## src/rtl/alu_issue_stage.sv

```systemverilog
// RV32I decode/issue stage: decodes the ALU subset into SrcA/SrcB/alu_ctrl and
// holds the result in a one-entry ID/EX register with valid/ready and flush.
module alu_issue_stage #(
  parameter int WIDTH = 32
) (
  input  logic             clk,
  input  logic             rst_n,
  input  logic             in_valid,
  output logic             in_ready,
  input  logic [31:0]      instr,
  input  logic [WIDTH-1:0] pc,
  output logic [4:0]       rs1_addr,
  output logic [4:0]       rs2_addr,
  input  logic [WIDTH-1:0] rs1_data,
  input  logic [WIDTH-1:0] rs2_data,
  input  logic             flush,
  output logic             out_valid,
  input  logic             out_ready,
  output logic [WIDTH-1:0] src_a,
  output logic [WIDTH-1:0] src_b,
  output logic [2:0]       alu_ctrl,
  output logic [WIDTH-1:0] store_data,
  output logic [WIDTH-1:0] imm,
  output logic [WIDTH-1:0] pc_out,
  output logic [4:0]       rd_addr,
  output logic             reg_write,
  output logic             mem_read,
  output logic             mem_write,
  output logic             branch,
  output logic             branch_ne,
  output logic             illegal
);
  localparam logic [2:0] ALU_ADD = 3'b000, ALU_SUB = 3'b001, ALU_AND = 3'b010,
                         ALU_OR  = 3'b011, ALU_XOR = 3'b100;
  localparam logic [6:0] OP_R = 7'b0110011, OP_I  = 7'b0010011, OP_LD = 7'b0000011,
                         OP_ST = 7'b0100011, OP_BR = 7'b1100011;

  typedef struct packed {
    logic [WIDTH-1:0] src_a;
    logic [WIDTH-1:0] src_b;
    logic [WIDTH-1:0] store_data;
    logic [WIDTH-1:0] imm;
    logic [WIDTH-1:0] pc;
    logic [4:0]       rd;
    logic [2:0]       alu;
    logic             reg_write;
    logic             mem_read;
    logic             mem_write;
    logic             branch;
    logic             branch_ne;
    logic             illegal;
  } dec_t;

  dec_t dec_d, dec_q;
  logic vld_d, vld_q;
  logic ok, load;

  logic [6:0]       opcode, f7;
  logic [2:0]       f3;
  logic             f3_logic;
  logic [WIDTH-1:0] imm_i, imm_s, imm_b;

  assign opcode   = instr[6:0];
  assign f3       = instr[14:12];
  assign f7       = instr[31:25];
  assign rs1_addr = instr[19:15];
  assign rs2_addr = instr[24:20];
  assign f3_logic = (f3 == 3'b000) || (f3 == 3'b111) || (f3 == 3'b110) || (f3 == 3'b100);

  assign imm_i = {{(WIDTH-12){instr[31]}}, instr[31:20]};
  assign imm_s = {{(WIDTH-12){instr[31]}}, instr[31:25], instr[11:7]};
  assign imm_b = {{(WIDTH-13){instr[31]}}, instr[31], instr[7], instr[30:25], instr[11:8], 1'b0};

  function automatic logic [2:0] alu_of(input logic [2:0] fn3);
    case (fn3)
      3'b111:  return ALU_AND;
      3'b110:  return ALU_OR;
      3'b100:  return ALU_XOR;
      default: return ALU_ADD;
    endcase
  endfunction

  always_comb begin
    ok                 = 1'b0;
    dec_d              = '0;
    dec_d.src_a        = rs1_data;
    dec_d.src_b        = rs2_data;
    dec_d.store_data   = rs2_data;
    dec_d.pc           = pc;
    case (opcode)
      OP_R: begin
        dec_d.rd        = instr[11:7];
        dec_d.reg_write = 1'b1;
        if (f7 == 7'b0100000 && f3 == 3'b000) begin
          dec_d.alu = ALU_SUB;
          ok        = 1'b1;
        end else if (f7 == 7'b0000000 && f3_logic) begin
          dec_d.alu = alu_of(f3);
          ok        = 1'b1;
        end
      end
      OP_I: begin
        ok              = f3_logic;
        dec_d.alu       = alu_of(f3);
        dec_d.imm       = imm_i;
        dec_d.src_b     = imm_i;
        dec_d.rd        = instr[11:7];
        dec_d.reg_write = 1'b1;
      end
      OP_LD: begin
        ok              = (f3 == 3'b010);
        dec_d.imm       = imm_i;
        dec_d.src_b     = imm_i;
        dec_d.rd        = instr[11:7];
        dec_d.reg_write = 1'b1;
        dec_d.mem_read  = 1'b1;
      end
      OP_ST: begin
        ok              = (f3 == 3'b010);
        dec_d.imm       = imm_s;
        dec_d.src_b     = imm_s;
        dec_d.mem_write = 1'b1;
      end
      OP_BR: begin
        ok              = (f3[2:1] == 2'b00);
        dec_d.alu       = ALU_SUB;
        dec_d.imm       = imm_b;
        dec_d.branch    = 1'b1;
        dec_d.branch_ne = f3[0];
      end
      default: ok = 1'b0;
    endcase
    // x0 is never a real destination
    if (dec_d.rd == 5'd0) dec_d.reg_write = 1'b0;
    if (!ok) begin
      dec_d.alu       = ALU_ADD;
      dec_d.imm       = '0;
      dec_d.rd        = '0;
      dec_d.reg_write = 1'b0;
      dec_d.mem_read  = 1'b0;
      dec_d.mem_write = 1'b0;
      dec_d.branch    = 1'b0;
      dec_d.branch_ne = 1'b0;
      dec_d.illegal   = 1'b1;
    end
  end

  assign in_ready = ~vld_q | out_ready;
  // flush wins over a same-cycle accept: the word is dropped, not stored
  assign load     = in_valid & in_ready & ~flush;

  always_comb begin
    vld_d = vld_q;
    if (flush)                  vld_d = 1'b0;
    else if (load)              vld_d = 1'b1;
    else if (vld_q & out_ready) vld_d = 1'b0;
  end

  always_ff @(posedge clk or negedge rst_n) begin
    if (!rst_n) begin
      vld_q <= 1'b0;
      dec_q <= '0;
    end else begin
      vld_q <= vld_d;
      if (load) dec_q <= dec_d;
    end
  end

  assign out_valid  = vld_q;
  assign src_a      = dec_q.src_a;
  assign src_b      = dec_q.src_b;
  assign alu_ctrl   = dec_q.alu;
  assign store_data = dec_q.store_data;
  assign imm        = dec_q.imm;
  assign pc_out     = dec_q.pc;
  assign rd_addr    = dec_q.rd;
  assign reg_write  = dec_q.reg_write;
  assign mem_read   = dec_q.mem_read;
  assign mem_write  = dec_q.mem_write;
  assign branch     = dec_q.branch;
  assign branch_ne  = dec_q.branch_ne;
  assign illegal    = dec_q.illegal;
endmodule
```

## config.mk

```make
export PLATFORM = sky130hd
export DESIGN_NAME = alu_issue_stage
export DESIGN_NICKNAME = d
export VERILOG_FILES = /design/src/rtl/alu_issue_stage.sv
export SDC_FILE = /design/constraint.sdc
export NUM_CORES = 1
export LEC_CHECK = 0
export ABC_AREA = 1
export CORE_MARGIN = 1.5
export CORE_UTILIZATION = 45
export CTS_CLUSTER_SIZE = 40
export DETAILED_ROUTE_END_ITERATION = 12
export PLACE_DENSITY = 0.95
export SYNTH_ARGS = -nofsm -noshare
export SYNTH_HDL_FRONTEND = slang
export SYNTH_SLANG_ARGS = --single-unit
```

## constraint.sdc

```tcl
create_clock -name clk -period 2 [get_ports clk]
set_input_delay 0.4 -clock clk [delete_from_list [all_inputs] [get_ports clk]]
set_output_delay 0.4 -clock clk [all_outputs]
set_load 0.02 [all_outputs]
```

Yosys cells after proc, flatten, opt, wreduce, memory -nomap -nowiden
Cells that the tools add are included.
{ "op_classes": {"n_addsub": 0, "mul": 0, "div": 0, "n_lt_le_gt_ge": 0, "n_eq_ne": 10, "shift": 0, "n_mux": 20, "n_bitwise": 6, "reduce_logical": 13} }
{ "ops": {"columns": ["op", "count"], "rows": [
  ["case mux 32 bit (3 select lines)", 1],
  ["case mux 32 bit (2 select lines)", 1],
  ["two-way mux 32 bit", 1],
  ["equality test 7 x 6 -> 1 bit, second input constant", 3],
  ["case mux 3 bit (3 select lines)", 2],
  ["two-way mux 14 bit", 1],
  ["equality test 3 bit, second input constant", 3],
  ["two-way mux 1 bit", 9],
  ["equality test 7 x 2 -> 1 bit, second input constant", 1],
  ["equality test 7 x 5 -> 1 bit, second input constant", 1],
  ["equality test 7 bit, second input constant", 1],
  ["logical NOT 7 bit", 1],
  ["two-way mux 3 bit", 2],
  ["logical NOT 5 bit", 1],
  ["two-way mux 5 bit", 1],
  ["case mux 1 bit (4 select lines)", 1],
  ["OR reduction 2 bit", 2],
  ["AND 1 bit", 3],
  ["equality test 3 x 2 -> 1 bit, second input constant", 1],
  ["logical NOT 3 bit", 1],
  ["logical OR 1 bit", 3],
  ["nonzero test 3 bit", 1],
  ["OR reduction 3 bit", 1],
  ["logical AND 1 bit", 2],
  ["4 further kinds", 5]
]} }
{ "totals": {"ff_bits": 175, "latch_bits": 0, "mem_bits_rw": 0, "mem_bits_ro": 0, "input_bits": 133, "output_inout_bits": 186, "wordCells": 63, "mem_count": 0} }

Longest topological paths before layout
{ "logic_depth": {"ltp_word": 9, "ltp_mapped": 10, "depth_no_buf": 10} }

Worst setup path after synthesis
OpenSTA, ideal clock, no wires.
{ "synth_timing": {"path_type": "reg-to-reg", "from": "register vld_q, in the netlist out_valid", "to": "register dec_q (netlist bit pc_out[25])", "setup_ns": 0.065, "arrival_ns": 1.487, "t_required_ns": 1.935, "slack_ns": 0.448, "path_stages_with_launch": 10, "n_path_buf": 2, "synth_period_minus_slack_ns": 1.552, "cell_sequence": "dfrtp_1 > inv_1 > nor2_1 > inv_1 > nand2_2 > inv_2 > buf_2 > buf_2 > nand2_1 > nand2_1"} }
{ "synth_via": {"elab_chain_len": 4} }
{ "synth_lines": {"columns": ["element", "line_no", "source"], "rows": [
  ["from (decl)", "55", "logic vld_d, vld_q;"],
  ["from (signal assigned)", "164", "vld_q <= vld_d;"],
  ["NOT 1 bit", "148", "assign in_ready = ~vld_q | out_ready;"],
  ["bitwise OR 1 bit", "148", null],
  ["named net in_ready", "9", "output logic in_ready,"],
  ["AND 1 bit (2 in a row)", "150", "assign load = in_valid & in_ready & ~flush;"],
  ["to (signal assigned)", "162", "dec_q <= '0;"],
  ["to (signal assigned)", "165", "if (load) dec_q <= dec_d;"],
  ["to (decl)", "54", "dec_t dec_d, dec_q;"]
]} }
The timed path passes the listed nets, and every way through them passes these cells.
A chain may end at the register's enable or synchronous reset.

Worst setup path in the final report
{ "layout_timing": {"from": "input port instr[21]", "to": "output port rs2_addr[1]"} }
{ "layout_lines": {"columns": ["element", "line_no", "source"], "rows": [
  ["from (decl)", "10", "input logic [31:0] instr,"],
  ["to (decl)", "13", "output logic [4:0] rs2_addr,"]
]} }
No word-level cell between the ends.

==> metrics <==
max cap viols 0; first-pass GRT wire length 35,800 um; power density cells 870 mW/mm^2; fin. max-slew vios 0; DR WL met3 1990 um; Die Height 126 um; Crit. End Element output port; DIE AREA 0.0158 sq mm; largest net degree at the start of global routing 62; predominant post-synthesis flop cell dfrtp_1; skew final 0.00780 ns; Crit Path Class input pin to output port; fmax 517 MHz; critical path arrival 1.53 ns; remaining routing DRC violations 0; clk sink count 156; initial antenna violation count 1; Met1 Routed Length 8150 um; Post-layout nets 1,240; Root Buffer clkbuf_16; Post-DRT Antenna Nets 0; Vias 6,679; Highest Signal Layer met4; routed vias/inst 5.12; final period utilization 0.967; RSZ-0062 raised after global routing no; Clk Latency, worst-skew pair 0.42 ns; CTS buffer count 17; Post-Synthesis Cells 794; Filler cells 1,001; internal power 0.00658 W; top-area cell type share of the netlist area 0.578; HP Class flop to flop; CTS HTree Levels 4; clock network power share 0.344; final hold vios 0; Area Overhead vs Synth 60.1%; CP max stage delay 0.62 ns; Post-synth EDFFs 0; Placeable Area 0.0146 sq mm; Final Util 0.741; I/O Buffers 308; Worst Setup Start Kind input pin; clock period minus worst slack 1.93 ns; Flop pwr share 0.402; Mean Syn Cell Area 8.50 sq um; synthesized flop and latch total 156; DR pass1 iterations 5; Iteration-0 DRC Markers 394; overall routing resource usage 0.291; Synth Cell Area 0.00675 sq mm; maximum vdd drop 551 uV; Routed WL 22,500 um; asr flop ratio synth 1.00; Initial Util 0.463; Non-Filler Instances 1,305; met2 routed WL 11,100 um; gpl congestion 0.875; Logic pwr share 0.254; number of global-route vias before repair 6,848; CTS clk-pin slew, worst paths 0.06 ns; crit path max fanout 2; crit path cell chain clkdlybuf4s50_1 -> clkdlybuf4s50_1; Slowest-stage cell, CP clkdlybuf4s50_1; Slew Limit Headroom 0.654; Unique masters post-synth 27; Worst Tran Pin Value 0.514 ns; IO Count 319; Yosys top cell by area dfrtp_1; CP bufs+invs 2; placed cells 1,271; YS warnings 0; sequential element share of the synthesized area 0.578; share of layout cells above drive strength 1 0.0955; Die X 126 um; status completed; Worst EP required 1.60 ns; top cell family by delay on the critical path buffers and inverters; clk buf depth 2; Mapped Nets 927; P_sw 0.00283 W; DP HPWL 16,400 um; Routed wire per std cell 17.2 um; critical path's most frequent cell clkdlybuf4s50_1; endpoints failing setup 0; Lkg Pwr 5.42 nW; global route overflow 0; switching share of power 0.301; postcts setup bufs 0; row count 44; top post-synthesis cells by area dfrtp_1, nand2_1, buf_4, inv_1, o21ai_0; CTS tree done
layout make-up:
cell class / count / area, sq um / area share
Sequential cell: 156 / 3910 / 0.361
Timing Repair Buffer: 362 / 3640 / 0.337
Multi-Input combinational cell: 518 / 2250 / 0.208
Clock buffer: 17 / 425 / 0.0393
Tap cell: 184 / 230 / 0.0213
Inverter: 52 / 195 / 0.0181
Clock inverter: 15 / 163 / 0.0150
Antenna cell: 1 / 2.50 / 0.000231
repair_timing:
action / in CTS / in global routing
hold endpoints to repair: 42 / 0
hold buffers: 1 / 0
setup endpoints to repair: 21 / 0
gates resized for setup: 22 / 0
path summary, 6_finish.rpt:
path,endpoint,slack [ns],cells after the start,startpoint
max,rs2_addr[1],0.07,2,instr[21]
min,src_a[13],0.48,2,src_a[13]
max reg2reg,src_b[6],0.33,10,out_valid
min reg2reg,src_a[13],0.48,2,src_a[13]
max in group asynchronous,imm[9],0.90,3,rst_n
min in group asynchronous,src_b[24],0.51,2,rst_n
flip-flops by register name, indices dropped and copies added (netlist names):
signal / cells
mem_read: 1
pc_out: 32
reg_write: 1
illegal: 1
out_valid: 1
alu_ctrl: 3
branch_ne: 1
rd_addr: 5
branch: 1
src_b: 32
store_data: 32
src_a: 32
imm: 13
mem_write: 1
cells in the final DEF, fill, tap and decap left out, drive strengths merged:
master	count
nor3	4
dlygate4sd2	21
o221ai	3
clkinv	5
a211oi	1
o211ai	4
buf	54
bufinv	2
clkdlybuf4s50	286
clkinvlp	3
nand2	385
inv	57
nand3	27
dlygate4sd3	1
clkbuf	17
diode	1
a21oi	11
o21ai	35
dfrtp	156
nor2	29
o311ai	19
logic make-up (layout without fill, tap and decap cells):
group / after synthesis / in the layout / synth area share
compound gates: 73 / 73 / 0.0717
buf+inv: 120 / 446 / 0.0908
flops: 156 / 156 / 0.578
other cells: 0 / 1 / 0
simple gates: 445 / 445 / 0.259
worst reg2reg max path: stages, from the launching register on:
cell     delay [ns]
dfrtp_1        0.37
inv_1          0.05
nor2_1         0.12
inv_1          0.07
buf_4          0.15
nand2_8        0.09
buf_12         0.19
buf_12         0.18
a21oi_1        0.07
o21ai_0        0.15
nand2_1        0.11
power by group through the flow:
stage	clock network (W)	logic (W)	registers (W)
final	0.00323	0.00239	0.00378
after global routing	0.00343	0.00254	0.00382
after CTS	0.00328	0.00241	0.00378
after detailed placement	0	0.00239	0.00382
after global placement	0	0.00232	0.00381
after floorplan	0	0.000501	0.00430
routing by layer:
layer,up-vias,GRT usage
li1,3085,-
met1,3139,0.330
met2,361,0.486
met3,94,0.0847
met4,0,0.175
met5,-,0
metrics by stage:
step | total power, W | area, sq um | TNS (ns) | worst slack (ns) | hold WS, ns
2_1_floorplan | 0.00480 | 6750 | 0 | 0.448 | 0.104
3_3_place_gp | 0.00613 | 10200 | -1.10 | -0.132 | 0.382
3_5_place_dp | 0.00621 | 10200 | -2.52 | -0.122 | 0.383
4_1_cts | 0.00947 | 10800 | 0 | 0.0622 | 0.482
5_1_grt | 0.00979 | 10800 | 0 | 0.0604 | 0.502
6_report | 0.00941 | 10800 | 0 | 0.0663 | 0.478
synthesized netlist by cell type, types with 2 or more instances:
cell type and n:
o221ai_1 3, buf_4 31, inv_2 5, nand3_1 26, nand2_2 6, o21ai_0 34
a21oi_2 2, nand2_1 378, a21oi_1 9, o311ai_0 7, nor2_1 27, dfrtp_1 156
o311ai_1 12, buf_6 2, clkbuf_1 9, inv_1 47, o211ai_1 4, buf_2 25
nor3_1 3
Power figures use the tool's default switching activity.
